[config.mk]
export PLATFORM = sky130hd
export DESIGN_NAME = wmem_stat_upd
export DESIGN_NICKNAME = d
export VERILOG_FILES = /design/src/rtl/wmem_stat_upd.sv
export SDC_FILE = /design/constraint.sdc
export NUM_CORES = 1
export LEC_CHECK = 0
export ABC_AREA = 1
export CAP_MARGIN = 15
export CORE_MARGIN = 2
export CORE_UTILIZATION = 51
export CTS_CLUSTER_SIZE = 40
export DETAILED_ROUTE_END_ITERATION = 10
export PLACE_DENSITY = 0.86
export SLEW_MARGIN = 10
export SYNTH_ARGS = -nofsm -noshare
export SYNTH_HDL_FRONTEND = slang
export SYNTH_SLANG_ARGS = --single-unit
[constraint.sdc]
create_clock -name clk -period 4.3 [get_ports clk]
set_clock_uncertainty 0.2 [all_clocks]
set_input_delay 0.86 -clock clk [delete_from_list [all_inputs] [get_ports clk]]
set_output_delay 0.86 -clock clk [all_outputs]
set_load 0.02 [all_outputs]
[src/rtl/wmem_stat_upd.sv]
`default_nettype none
// ============================================================================
//  Module   : wmem_stat_upd
//  Purpose  : Read-modify-write statistics engine for the wide memory's
//             application port. Zero-fills the memory after reset, then
//             accepts one counter update per cycle. Each update reads the
//             entry, adds the increment (or clears it), and writes the result
//             back four cycles later. A four-entry write history forwards
//             values still in flight, so back-to-back updates to one entry
//             never lose a count.
//  Ports    : clk, rstn (async, active low)
//             req_valid/req_ready/req_addr/req_inc/req_clr - update request
//             rsp_valid/rsp_data     - pre-update counter value
//             app_mem_rd/raddr/ack/rdata - memory read port (3-cycle latency)
//             app_mem_wr/waddr/wdata     - memory write port
//             init_done              - zero-fill complete
//  Options  : WMEM_STAT_SAT_EN - sums saturate at all-ones instead of wrapping
//  Revision : 1.0 - initial release
// ============================================================================
module wmem_stat_upd #(
    parameter int WIDTH       = 40,
    parameter int DEPTH_NBITS = 10,
    parameter int INC_NBITS   = 16
) (
    input  logic                   clk,
    input  logic                   rstn,
    input  logic                   req_valid,
    output logic                   req_ready,
    input  logic [DEPTH_NBITS-1:0] req_addr,
    input  logic [INC_NBITS-1:0]   req_inc,
    input  logic                   req_clr,
    output logic                   rsp_valid,
    output logic [WIDTH-1:0]       rsp_data,
    output logic                   app_mem_rd,
    output logic [DEPTH_NBITS-1:0] app_mem_raddr,
    input  logic                   app_mem_ack,
    input  logic [WIDTH-1:0]       app_mem_rdata,
    output logic                   app_mem_wr,
    output logic [DEPTH_NBITS-1:0] app_mem_waddr,
    output logic [WIDTH-1:0]       app_mem_wdata,
    output logic                   init_done
);

    localparam logic [DEPTH_NBITS-1:0] c_last_addr = '1;
    localparam int                     c_hist      = 4;

    typedef enum logic [0:0] {
        ST_INIT = 1'b0,
        ST_RUN  = 1'b1
    } state_t;

    state_t                  r_state;
    logic [DEPTH_NBITS-1:0]  r_fill_addr;
    logic                    r_fill_wr;
    logic [DEPTH_NBITS-1:0]  r_fill_waddr;
    logic                    r_init_done;

    // Request pipeline C1..C3: index 2 is aligned with the memory ack.
    logic [2:0]                    r_pv;
    logic [2:0][DEPTH_NBITS-1:0]   r_pa;
    logic [2:0][INC_NBITS-1:0]     r_pi;
    logic [2:0]                    r_pc;

    // Write history: entry 0 is the write-stage register driving the port.
    logic [c_hist-1:0]                   r_hv;
    logic [c_hist-1:0][DEPTH_NBITS-1:0]  r_ha;
    logic [c_hist-1:0][WIDTH-1:0]        r_hd;

    logic                    r_rsp_valid;
    logic [WIDTH-1:0]        r_rsp_data;

    logic                    w_accept;
    logic [WIDTH-1:0]        w_base;
    logic [WIDTH-1:0]        w_inc_res;
    logic [WIDTH-1:0]        w_new;

    assign w_accept      = req_valid & r_init_done;
    assign req_ready     = r_init_done;
    assign init_done     = r_init_done;

    // Read issue is combinational so the ack lands exactly on C3.
    assign app_mem_rd    = w_accept;
    assign app_mem_raddr = w_accept ? req_addr : '0;

    // Fill writes and update writes never overlap: updates are only
    // accepted once the fill has finished.
    assign app_mem_wr    = r_fill_wr | r_hv[0];
    assign app_mem_waddr = r_fill_wr ? r_fill_waddr : r_ha[0];
    assign app_mem_wdata = r_fill_wr ? '0 : r_hd[0];

    assign rsp_valid     = r_rsp_valid;
    assign rsp_data      = r_rsp_data;

    // Youngest matching history entry wins; scanning oldest-first lets the
    // later (younger) assignment override.
    always_comb begin
        w_base = app_mem_rdata;
        for (int i = c_hist - 1; i >= 0; i--) begin
            if (r_hv[i] && (r_ha[i] == r_pa[2])) begin
                w_base = r_hd[i];
            end
        end
    end

`ifdef WMEM_STAT_SAT_EN
    logic [WIDTH:0] w_sum;
    assign w_sum     = {1'b0, w_base} + (WIDTH+1)'(r_pi[2]);
    assign w_inc_res = w_sum[WIDTH] ? '1 : w_sum[WIDTH-1:0];
`else
    assign w_inc_res = w_base + WIDTH'(r_pi[2]);
`endif

    assign w_new = r_pc[2] ? '0 : w_inc_res;

    always_ff @(posedge clk or negedge rstn) begin
        if (!rstn) begin
            r_state      <= ST_INIT;
            r_fill_addr  <= '0;
            r_fill_wr    <= 1'b0;
            r_fill_waddr <= '0;
            r_init_done  <= 1'b0;
            r_pv         <= '0;
            r_pa         <= '0;
            r_pi         <= '0;
            r_pc         <= '0;
            r_hv         <= '0;
            r_ha         <= '0;
            r_hd         <= '0;
            r_rsp_valid  <= 1'b0;
            r_rsp_data   <= '0;
        end else begin
            r_fill_wr <= 1'b0;
            case (r_state)
                ST_INIT: begin
                    r_fill_wr    <= 1'b1;
                    r_fill_waddr <= r_fill_addr;
                    r_fill_addr  <= r_fill_addr + 1'b1;
                    if (r_fill_addr == c_last_addr) begin
                        r_state <= ST_RUN;
                    end
                end
                default: begin
                    // Rises one cycle after the last fill write is on the port.
                    r_init_done <= 1'b1;
                end
            endcase

            r_pv <= {r_pv[1:0], w_accept};
            r_pa <= {r_pa[1:0], req_addr};
            r_pi <= {r_pi[1:0], req_inc};
            r_pc <= {r_pc[1:0], req_clr};

            r_hv <= {r_hv[c_hist-2:0], r_pv[2]};
            r_ha <= {r_ha[c_hist-2:0], r_pa[2]};
            r_hd <= {r_hd[c_hist-2:0], w_new};

            r_rsp_valid <= r_pv[2];
            if (r_pv[2]) begin
                r_rsp_data <= w_base;
            end
        end
    end

    // The memory's fixed read latency must keep the ack aligned with C3.
    a_ack_align : assert property (@(posedge clk) disable iff (!rstn)
                                   app_mem_ack == r_pv[2]);

endmodule
`default_nettype wire

==> impl.org <==
** Pwr
- Summing internal, switching and leakage power gives 7.44 mW.
- IR analysis of the VDD net gives a maximum drop of 291 uV.
- Cell area power density :: 385 mW/mm^2
- Leakage :: 9.42 nW

** Yosys
- Syn_nets :: 1,738
- Number of warning messages in the yosys log :: 0
- In this run the cell area of the synthesized design comes to 0.0149 sq mm.
- Averaged over all synthesized cells, the footprint is 9.08 sq um.
- Sorting the synthesized cells by area gives the leading types as sky130_fd_sc_hd__dfrtp_1 (59%), sky130_fd_sc_hd__nand2_1 (9.9%), sky130_fd_sc_hd__inv_1 (5.5%).
- Post-synth top area cell :: sky130_fd_sc_hd__dfrtp_1
- Cell count after synthesis :: 1,646
- Counting flops and latches in the post-synthesis netlist gives 351.
- The synthesized design contains 0 enable-type register cells.
- In this run the biggest area consumer among cell types represents 58.8% of the synthesized area.
- Proportion of synthesized flip-flops having asynchronous set or reset :: 100%
- For this run, the register share of the synthesized area comes to 58.8%.
- In the synthesized netlist the dominant register cell turns out to be sky130_fd_sc_hd__dfrtp_1.
- Synth cell types :: 51

** Timing
- The total count of hold-check failures in the final report is 0.
- Final critical path time including I/O delays and setup :: 4560 ps
- For the pin with the worst max-slew slack, the measured transition is 1080 ps.
- In the finished design, the share of the clock period the worst path needs comes to 106%.
- Hold is met by 101 ps.
- RSZ-0062 raised after global routing :: yes
- Max-Slew Margin vs Limit :: 27.6%
- Slack of the critical path :: -262 ps
- Max-slew violation total from the final report :: 0
- Setup violations remaining at the end of the flow were counted as 17.
- Static timing analysis puts the maximum clock frequency at 219 MHz.

** GRT
- The total overflow left after global routing is 0.
- Entering global routing, the biggest net connects 93 pins.
- The number of global-route vias before repair came to 12,132.
- GR Util All Layers :: 25.1%
- Initial antenna violation count :: 0
- The first global-routing pass estimated 61,100 microns of wire.

** Cells and area
- Share of post-route cells with drive strength above 1 :: 17.2%
- Ant diodes :: 0
- Synth-to-layout area growth :: 29.1%
- Final design utilization :: 67.0%
- In the final design database the tool counted 1,987 nets.
- After routing the design area is 0.0193 sq mm.
- The filler cells instantiated in the layout total 1,922.

** Setup path
- WP data arrival :: 4810 ps
- Crit start category :: register
- Crit path capture type :: register
- Worst setup path class :: register to register
- The largest individual stage delay along the critical path comes from the cell sky130_fd_sc_hd__dfrtp_2.
- The worst register-to-register path has a depth of 28.
- Among cell families on the critical path, the largest total delay comes from simple AND/OR/NAND/NOR gates.
- Buffers & Inverters on Critical Path :: 9
- Endpoint required time on the critical path :: 4550 ps
- Critical path fanouts, max :: 9
- Crit-path max cell delay :: 460 ps
- Critical Path Most Common Cell :: sky130_fd_sc_hd__nand2_1
- The worst register-to-register path begins at r_pa[26].
- Setup slack on the worst flop-to-flop path :: -260 ps
- Terminus of the critical flop-to-flop path :: r_hd[30]

** Floorplan
- Row Count :: 62
- In this run the count of I/O pins placed on the die edge is 176.
- The die is 175 microns wide.
- The die covers 0.0307 sq mm.
- Initial cell density of the core :: 51.9%
- Height of the die :: 175 microns
- After floorplanning, the core was sized to cover 0.0288 sq mm.

** Clocking
- The number of clock buffers added by TritonCTS is 36.
- Clock-pin slew was measured on the worst setup and hold paths at 60 ps.
- Root buffer cell :: sky130_fd_sc_hd__clkbuf_16
- Maximum clock path buffer count :: 3
- Later-pin clock latency in the skew report :: 530 ps
- For this design, the CTS-stage hold fixing added 0 buffers.
- The clock drives 351 sinks.
- TritonCTS built the clock tree.
- CTS HTree Levels :: 2

** Route
- Average wire per cell in the routed design :: 18.2 microns
- Post-route DRC violation count :: 0
- The first detailed-routing pass ran for 7 iterations.
- In this run the remaining antenna-violating nets after routing total 0.
- WL final :: 41,900 microns
- Summing over every cut layer, the via total after detailed routing is 12,609.
- Number of DRC violations after detailed-routing iteration 0 :: 1,460
- Number of vias per cell :: 5.47

** Placement
- Placer congestion estimate :: 0.896
- Input and output buffers added on the ports amount to 174.
- Summed over all nets, the half-perimeter wirelength after detailed placement is 26,500 microns.
- Area of placed instances :: 0.0174 sq mm

** Flow run
- Across the run, the number of max-cap violations was 0.

** Run status
- The flow ran to the end, but the final reports show violations.
- Failing checks :: negative setup slack

** Hold path
- In this run the worst hold path is classified as input pin to async pin.
-- synthesized netlist by cell type, types with 8 or more instances --
| cell type | count |
|---|---|
| sky130_fd_sc_hd__nand3b_1 | 9 |
| sky130_fd_sc_hd__nand2_2 | 28 |
| sky130_fd_sc_hd__a21oi_1 | 45 |
| sky130_fd_sc_hd__dfrtp_1 | 351 |
| sky130_fd_sc_hd__buf_6 | 9 |
| sky130_fd_sc_hd__buf_2 | 12 |
| sky130_fd_sc_hd__ha_1 | 20 |
| sky130_fd_sc_hd__nand3_2 | 9 |
| sky130_fd_sc_hd__nand2_1 | 395 |
| sky130_fd_sc_hd__o311ai_0 | 8 |
| sky130_fd_sc_hd__nand3_1 | 73 |
| sky130_fd_sc_hd__nor2_4 | 10 |
| sky130_fd_sc_hd__xor2_1 | 15 |
| sky130_fd_sc_hd__a31oi_1 | 9 |
| sky130_fd_sc_hd__inv_1 | 221 |
| sky130_fd_sc_hd__o311ai_1 | 8 |
| sky130_fd_sc_hd__o21ai_1 | 18 |
| sky130_fd_sc_hd__inv_2 | 15 |
| sky130_fd_sc_hd__clkbuf_1 | 24 |
| sky130_fd_sc_hd__o21ai_0 | 115 |
| sky130_fd_sc_hd__nor2_1 | 177 |
| sky130_fd_sc_hd__nand4_1 | 10 |
-- cell families (layout without fill, tap and decap cells) --
logic type      Yosys count  count (layout)  synth area share, %
compound gates          218             218                 8.07
simple gates            744             744                 22.1
fa+ha+maj                21              21                 1.81
buf+inv                 293             568                 8.12
xor+xnor                 19              19                 1.11
flops                   351             351                 58.8
-- registers in the layout, summed over array words and instances (netlist names) --
signal / flops
init_done: 1
r_fill_waddr: 10
r_pa: 30
rsp_data: 40
r_pv: 3
r_pc: 3
r_state: 1
r_pi: 48
r_fill_addr: 10
r_hd: 160
r_fill_wr: 1
r_ha: 40
r_hv: 4
-- routing by layer --
metal  up-vias  GRT usage, %  routed length [microns]
li1       5657             -                        -
met1      5957          31.1                    15500
met2       788          40.4                    19900
met3       207          5.27                     3830
met4         0          15.7                     2640
met5         -             0                        0
-- area by class of cell --
class | instances | area (sq um) | share of cell area [%]
clock buffers | 55 | 1040 | 5.41
clock inverters | 9 | 156 | 0.811
inverters | 243 | 927 | 4.81
multi-input cells | 1002 | 5400 | 28.0
flip-flops and latches | 351 | 8790 | 45.6
well taps | 384 | 480 | 2.49
repair buffers | 261 | 2490 | 12.9
-- worst max-delay path by stage --
stage	from	end	depth (start not counted)
4_1_cts	r_pa[23]	r_hd[38]	25
3_5_place_dp	app_mem_rdata[0]	r_hd[34]	28
6_report	r_pa[26]	r_hd[30]	28
2_1_floorplan	r_pa[26]	r_hd[30]	34
5_1_grt	r_pa[26]	r_hd[30]	28
3_3_place_gp	app_mem_rdata[0]	r_hd[34]	28
-- stage by stage --
step	worst slack [ps]	instances	setup TNS, ps
floorplan	121	1646	0
global placement	-239	2217	-1330
detailed placement	-477	2217	-5400
CTS	0.412	2286	0
global route	-438	2305	-6510
finish	-262	2305	-1710
-- cells in the final DEF (no fill, tap or decap), types with 9 or more instances in the layout --
cell type and instances:
sky130_fd_sc_hd__o21ai_1 38, sky130_fd_sc_hd__dfrtp_1 342, sky130_fd_sc_hd__xor2_1 13, sky130_fd_sc_hd__buf_4 74, sky130_fd_sc_hd__nor2_4 11, sky130_fd_sc_hd__nand3_2 9, sky130_fd_sc_hd__inv_1 214, sky130_fd_sc_hd__nand4_1 10
sky130_fd_sc_hd__clkbuf_16 37, sky130_fd_sc_hd__o21ai_0 80, sky130_fd_sc_hd__nand3_1 71, sky130_fd_sc_hd__ha_1 13, sky130_fd_sc_hd__nand3b_1 9, sky130_fd_sc_hd__o21ai_2 17, sky130_fd_sc_hd__nand2_2 43, sky130_fd_sc_hd__nor2_2 24
sky130_fd_sc_hd__o311ai_1 9, sky130_fd_sc_hd__clkdlybuf4s50_1 173, sky130_fd_sc_hd__a21oi_2 11, sky130_fd_sc_hd__a21oi_1 35, sky130_fd_sc_hd__inv_2 20, sky130_fd_sc_hd__clkbuf_1 13, sky130_fd_sc_hd__nand2_1 379, sky130_fd_sc_hd__nor2_1 159
sky130_fd_sc_hd__dfrtp_2 9
-- report_power, final --
group | internal, mW | switching, mW
registers | 3.48 | 0.118
clock network | 1.92 | 1.27
logic | 0.254 | 0.396
-- what timing repair did --
item | in CTS | in global routing
buffers inserted | 4 | 19
pin swaps | 8 | 47
resized for setup | 51 | 118
cloned | 1 | 0
endpoints found under the setup margin | 28 | 30
No activity file was read; power rests on OpenSTA's default activity.
